### src/rtl/com_tx_pkt.sv
// com_tx_pkt: framed-packet transmitter for the collect-board byte link.
// A frame is SYNC_LEN x 8'hA5, a {btype, bdata} header, an optional
// per-channel parameter payload (DPARAM only) and an XOR checksum. Each byte
// is held for DIV cycles. An error-injection mode corrupts the header or
// checksum on the wire, or drops the checksum byte.
module com_tx_pkt #(
    parameter int NCH      = 4,
    parameter int SYNC_LEN = 2,
    parameter int DIV      = 1
) (
    input  logic               clk,
    input  logic               rst,
    input  logic               fs,
    output logic               fd,
    output logic               busy,
    input  logic [3:0]         btype,
    input  logic [3:0]         didx,
    input  logic [3:0]         ddidx,
    input  logic [NCH*4-1:0]   freq,
    input  logic [1:0]         err_mode,
    output logic [7:0]         com_txd
);

    typedef enum logic [2:0] {
        S_IDLE = 3'd0,
        S_LOAD = 3'd1,
        S_SYNC = 3'd2,
        S_HEAD = 3'd3,
        S_PAY  = 3'd4,
        S_CSUM = 3'd5,
        S_DONE = 3'd6
    } state_t;

    localparam logic [3:0] BT_DIDX   = 4'd5;
    localparam logic [3:0] BT_DPARAM = 4'd6;
    localparam logic [3:0] BT_DDIDX  = 4'd7;

    localparam logic [7:0] SYNC_BYTE = 8'hA5;
    localparam logic [7:0] DIV_LAST  = 8'(DIV - 1);
    localparam logic [3:0] SYNC_LAST = 4'(SYNC_LEN - 1);
    localparam logic [3:0] NCH_LAST  = 4'(NCH - 1);

    // Header data nibble: only the index-carrying types put anything here.
    function automatic logic [3:0] calc_bdata(input logic [3:0] bt,
                                              input logic [3:0] dx,
                                              input logic [3:0] ddx);
        logic [3:0] r;
        case (bt)
            BT_DIDX:  r = dx;
            BT_DDIDX: r = ddx;
            default:  r = 4'h0;
        endcase
        return r;
    endfunction

    // Select channel i from the packed parameter word.
    function automatic logic [3:0] pick_ch(input logic [NCH*4-1:0] f,
                                           input logic [3:0]       i);
        logic [3:0] r;
        r = 4'h0;
        for (int c = 0; c < NCH; c++) begin
            r = (i == 4'(c)) ? f[c*4 +: 4] : r;
        end
        return r;
    endfunction

    // Checksum: XOR of the clean header byte and every payload byte sent.
    function automatic logic [7:0] calc_csum(input logic [7:0]       hdr,
                                             input logic             dparam,
                                             input logic [NCH*4-1:0] f);
        logic [7:0] x;
        x = hdr;
        for (int c = 0; c < NCH; c++) begin
            x = dparam ? (x ^ {4'h0, f[c*4 +: 4]}) : x;
        end
        return x;
    endfunction

    state_t             state_q, state_d;
    logic [7:0]         slot_q, slot_d, slot_nx;
    logic [3:0]         idx_q, idx_d, idx_nx;
    logic [3:0]         btype_q;
    logic [3:0]         bdata_q;
    logic [NCH*4-1:0]   freq_q;
    logic [1:0]         err_q;
    logic [7:0]         txd_q, txd_d;

    logic               last_slot_s;
    logic               is_dparam_s;
    logic [7:0]         hdr_s;
    logic [7:0]         csum_s;
    state_t             after_data_s;

    assign last_slot_s  = (slot_q == DIV_LAST);
    assign is_dparam_s  = (btype_q == BT_DPARAM);
    assign hdr_s        = {btype_q, bdata_q};
    assign csum_s       = calc_csum(hdr_s, is_dparam_s, freq_q);
    // Omitting the checksum byte means the data phase ends straight in DONE.
    assign after_data_s = (err_q == 2'd2) ? S_DONE : S_CSUM;

    // Next-state logic plus byte-slot / byte-index counter stepping.
    always_comb begin
        state_d = state_q;
        slot_nx = slot_q;
        idx_nx  = idx_q;
        case (state_q)
            S_IDLE: begin
                if (fs) state_d = S_LOAD;
                else    state_d = S_IDLE;
            end
            S_LOAD: begin
                state_d = S_SYNC;
            end
            S_SYNC: begin
                if (!last_slot_s) begin
                    slot_nx = slot_q + 8'd1;
                end else if (idx_q == SYNC_LAST) begin
                    state_d = S_HEAD;
                end else begin
                    idx_nx  = idx_q + 4'd1;
                    slot_nx = 8'd0;
                end
            end
            S_HEAD: begin
                if (!last_slot_s)     slot_nx = slot_q + 8'd1;
                else if (is_dparam_s) state_d = S_PAY;
                else                  state_d = after_data_s;
            end
            S_PAY: begin
                if (!last_slot_s) begin
                    slot_nx = slot_q + 8'd1;
                end else if (idx_q == NCH_LAST) begin
                    state_d = after_data_s;
                end else begin
                    idx_nx  = idx_q + 4'd1;
                    slot_nx = 8'd0;
                end
            end
            S_CSUM: begin
                if (!last_slot_s) slot_nx = slot_q + 8'd1;
                else              state_d = S_DONE;
            end
            S_DONE: begin
                if (fs) state_d = S_DONE;
                else    state_d = S_IDLE;
            end
            default: begin
                state_d = S_IDLE;
            end
        endcase
        // Both counters restart on every state change.
        slot_d = (state_d != state_q) ? 8'd0 : slot_nx;
        idx_d  = (state_d != state_q) ? 4'd0 : idx_nx;
    end

    // Byte for the upcoming cycle, looked up from the state being entered so
    // the first sync byte appears on the edge that leaves LOAD.
    always_comb begin
        txd_d = 8'h00;
        case (state_d)
            S_SYNC:  txd_d = SYNC_BYTE;
            S_HEAD:  txd_d = hdr_s ^ {(err_q == 2'd3), 7'b000_0000};
            S_PAY:   txd_d = {4'h0, pick_ch(freq_q, idx_d)};
            S_CSUM:  txd_d = csum_s ^ {7'b000_0000, (err_q == 2'd1)};
            default: txd_d = 8'h00;
        endcase
    end

    // State, counters and the registered output byte.
    always_ff @(posedge clk or posedge rst) begin
        if (rst) begin
            state_q <= S_IDLE;
            slot_q  <= 8'd0;
            idx_q   <= 4'd0;
            txd_q   <= 8'h00;
        end else begin
            state_q <= state_d;
            slot_q  <= slot_d;
            idx_q   <= idx_d;
            txd_q   <= txd_d;
        end
    end

    // Frame parameters are captured once in LOAD and held for the frame.
    always_ff @(posedge clk or posedge rst) begin
        if (rst) begin
            btype_q <= 4'h0;
            bdata_q <= 4'h0;
            freq_q  <= '0;
            err_q   <= 2'd0;
        end else if (state_q == S_LOAD) begin
            btype_q <= btype;
            bdata_q <= calc_bdata(btype, didx, ddidx);
            freq_q  <= freq;
            err_q   <= err_mode;
        end else begin
            btype_q <= btype_q;
            bdata_q <= bdata_q;
            freq_q  <= freq_q;
            err_q   <= err_q;
        end
    end

    assign com_txd = txd_q;
    assign fd      = (state_q == S_DONE);
    assign busy    = (state_q == S_LOAD) || (state_q == S_SYNC) ||
                     (state_q == S_HEAD) || (state_q == S_PAY)  ||
                     (state_q == S_CSUM);

endmodule

### config.mk
export PLATFORM = sky130hd
export DESIGN_NAME = com_tx_pkt
export DESIGN_NICKNAME = d
export VERILOG_FILES = /design/src/rtl/com_tx_pkt.sv
export SDC_FILE = /design/constraint.sdc
export NUM_CORES = 1
export LEC_CHECK = 0
export ABC_AREA = 0
export CORE_MARGIN = 4
export CORE_UTILIZATION = 41
export CTS_CLUSTER_DIAMETER = 40
export CTS_CLUSTER_SIZE = 20
export DETAILED_ROUTE_END_ITERATION = 7
export PLACE_DENSITY = 0.69
export SLEW_MARGIN = 20
export SYNTH_ARGS = -nofsm -noshare
export SYNTH_HDL_FRONTEND = slang
export SYNTH_SLANG_ARGS = --single-unit
### constraint.sdc
create_clock -name clk -period 5.9 [get_ports clk]
set_input_delay 0.59 -clock clk [delete_from_list [all_inputs] [get_ports clk]]
set_output_delay 0.59 -clock clk [all_outputs]
set_load 0.01 [all_outputs]
==> results.yml <==
clocking:
  cts_root_buf: "clkbuf_8"
  clk_pin_slew_ns: 0.09
  postCtsSetupRepairBufs: 0
  ctsResizeCount: 0
  clk_latency_ns: 0.30
  holdBufCountCts: 0
  cts_buffers: 5
  clock_path_buffers: 2
  cts.sinks: 49
  tritoncts: "built"
  htree_levels: 2
cells_and_area:
  nets: 418
  syn2layout_area_growth_pct: 21.2
  design_area_um2: 3580
  antennaDiodeCount: 0
  drive_gt1_share_pct: 8.12
  final_cells: 478
  final_core_utilization_pct: 51.9
worst_setup_path:
  path_buf_inv: 0
  worst-path-max-fanout: 19
  end_kind: "flop"
  worst_path_dominant_cell_family: "compound AO/OA/AOI/OAI gates"
  crit_cells: 7
  critPathLaunchType: "flop"
  crit_path_start: "state_q[1]"
  cp_data_required_time_ns: 6.08
  crit_arrival_ns: 3.27
  r2r_start: "state_q[1]"
  crit_type: "reg2reg"
  path_common_cell: "o21ai_2"
  r2r_cells: 7
  path_cells: "nor3b_2 -> nand3_1 -> o21ai_2 -> a221oi_4 -> o21ai_2 -> o31ai_1 -> o41ai_1"
  cp_slowest_cell: "o21ai_2"
  r2r_slack_ns: 2.81
  cp-endpoint: "com_txd[1]"
  r2r_end: "com_txd[1]"
  slowest_delay_ns: 0.68
global_routing:
  grt_pass1_vias: 2504
  antenna_found_initial: 0
  globalRouteOverflowTotal: 0
  grt_max_degree: 50
  track_usage_pct: 16.6
  grt_pass1_wl_mm: 11.7
status:
  status: "complete, no violations"
timing:
  period_needed_ns: 3.09
  setup_viol: 0
  rsz0062_at_grt: "no"
  hold_violations: 0
  slew_violations: 0
  worst_pin_slew_ns: 0.856
  fmax_ghz: 0.324
  tns_ns: 0
  fin_crit_sh_pct: 52.4
  fin_skew_ns: 0.00665
  maxSlewHeadroom_pct: 42.9
floorplanning:
  initial_core_util_pct: 42.8
  core_area_um2: 6910
  dieArea_um2: 8630
  die_w_um: 92.9
  rows: 30
  boundaryPins: 43
  die_y_um: 92.9
detailed_routing:
  vias: 2563
  routed_via_density: 5.36
  drc: 0
  wirelength_mm: 6.93
  ant_nets: 0
  drt_iter0_drc: 202
  firstDrtPassIters: 4
  wire_per_inst_um: 14.5
power:
  p_leak_uw: 0.00156
  switching_share_pct: 43.8
  p_int_uw: 1010
  p_total_uw: 1790
  cellPowerDensity_nw_per_um2: 500
  pwr-share-seq_pct: 33.2
  p_clk_share_pct: 14.0
  p_sw_uw: 784
  power_frac_comb_pct: 52.9
  irDropWorstVdd_mv: 0.231
synthesis:
  async_flop_share_pct: 100
  dominantRegCellSynth: "dfrtp_1"
  synth_commonest_cells: "83 x nand2_1, 49 x dfrtp_1, 25 x nor2_1"
  ys_seq_area_share_pct: 41.5
  synth_area_um2: 2960
  synth.area.top_cells: "dfrtp_1 41%, nand2_1 11%, xnor2_1 3.6%, nor2_1 3.2%, a21oi_1 2.9%"
  yosysMostFrequentCell: "nand2_1"
  synth_top_area_share_pct: 41.5
  synth_edf_count: 0
  synth.avg_cell_area_um2: 8.64
  syn-num-nets: 379
  ys_seq_elements: 49
  yosysWarnings: 0
  yosys.area.top_type: "dfrtp_1"
  syn_inst: 342
  yosysUniqueCellTypes: 61
job:
  maxCapViolations: 0
placement:
  dpl.hpwl_mm: 4.95
  place_inst: 470
  place.gp.congestion: 0.892
  portBuffers: 42
  place_area_um2: 3470
min_path:
  worstHoldPathType: "reg2reg"
  worstHoldPathCells: 2
==> layer usage <==
metal | up-vias | global-route usage (%) | wire, um
met5 | - | 0 | 0
met4 | 0 | 3.79 | 65
met3 | 7 | 3.25 | 381
met2 | 73 | 26.8 | 3190
met1 | 1195 | 23.0 | 3300
li1 | 1288 | - | -
==> layout by cell type (no fill, tap or decap), types with 3 or more instances in the layout <==
master and count:
mux2i_1 5, or2_2 3, xnor2_1 12, nor4_1 4
o22ai_1 5, inv_1 11, o41ai_1 4, nand2_1 83
nor3_1 6, a311oi_1 4, a21oi_1 17, clkbuf_8 6
nor2_1 25, nand4_1 4, a2111oi_0 3, clkdlybuf4s50_1 42
or3_1 4, ha_1 4, o21ai_0 10, nor3b_1 4
and3_1 6, and2_1 4, xor2_1 7, a2bb2oi_1 3
dfrtp_1 49, nand3_1 6
==> power groups by stage <==
stage | Clock, uW | Sequential [uW] | Combinational [uW]
floorplan | 0 | 559 | 709
global placement | 0 | 598 | 917
detailed placement | 0 | 600 | 933
CTS | 255 | 594 | 939
global route | 270 | 613 | 1050
finish | 250 | 594 | 947
==> how the worst min path moves through the flow <==
stage,start,endpoint,slack (ns)
5_1_grt,btype_q[0],btype_q[0],0.55
2_1_floorplan,btype_q[2],btype_q[2],0.45
3_5_place_dp,btype_q[1],btype_q[1],0.50
6_report,btype_q[1],btype_q[1],0.51
4_1_cts,btype_q[2],btype_q[2],0.52
3_3_place_gp,btype_q[2],btype_q[2],0.49
==> sequential cells by signal, indices dropped and copies added (netlist names) <==
signal   cells
bdata_q      4
err_q        2
btype_q      4
slot_q       8
state_q      3
idx_q        4
freq_q      16
com_txd      8
==> stage by stage <==
stage | hold slack [ns] | worst slack (ns)
after floorplan | 0.451 | 3.37
after CTS | 0.523 | 2.83
after detailed placement | 0.499 | 2.84
final | 0.512 | 2.81
after global placement | 0.490 | 3.02
after global routing | 0.555 | 2.42
==> area by class of cell <==
| class | instances | area [um2] |
|---|---|---|
| timing repair buffer | 43 | 428 |
| clock buffer | 7 | 86.3 |
| inverter | 13 | 52.6 |
| fill | 664 | 3320 |
| multi-input combinational | 269 | 1640 |
| clock inverter | 1 | 30.0 |
| sequential | 49 | 1230 |
| tap | 96 | 120 |
==> logic make-up after synthesis <==
family	count (synthesis)	synth area share (%)
simple gates	167	27.3
xor+xnor	19	5.63
fa+ha+maj	4	1.69
buf+inv	24	3.17
mux	5	1.69
compound gates	74	19.0
flops	49	41.5
==> worst reg2reg max path: stages, from the launching register on <==
cell	delay [ns]
dfrtp_1	0.62
nor3b_2	0.48
nand3_1	0.18
o21ai_2	0.19
a221oi_4	0.10
o21ai_2	0.68
o31ai_1	0.29
o41ai_1	0.43
(Power assumes the default switching activity.)
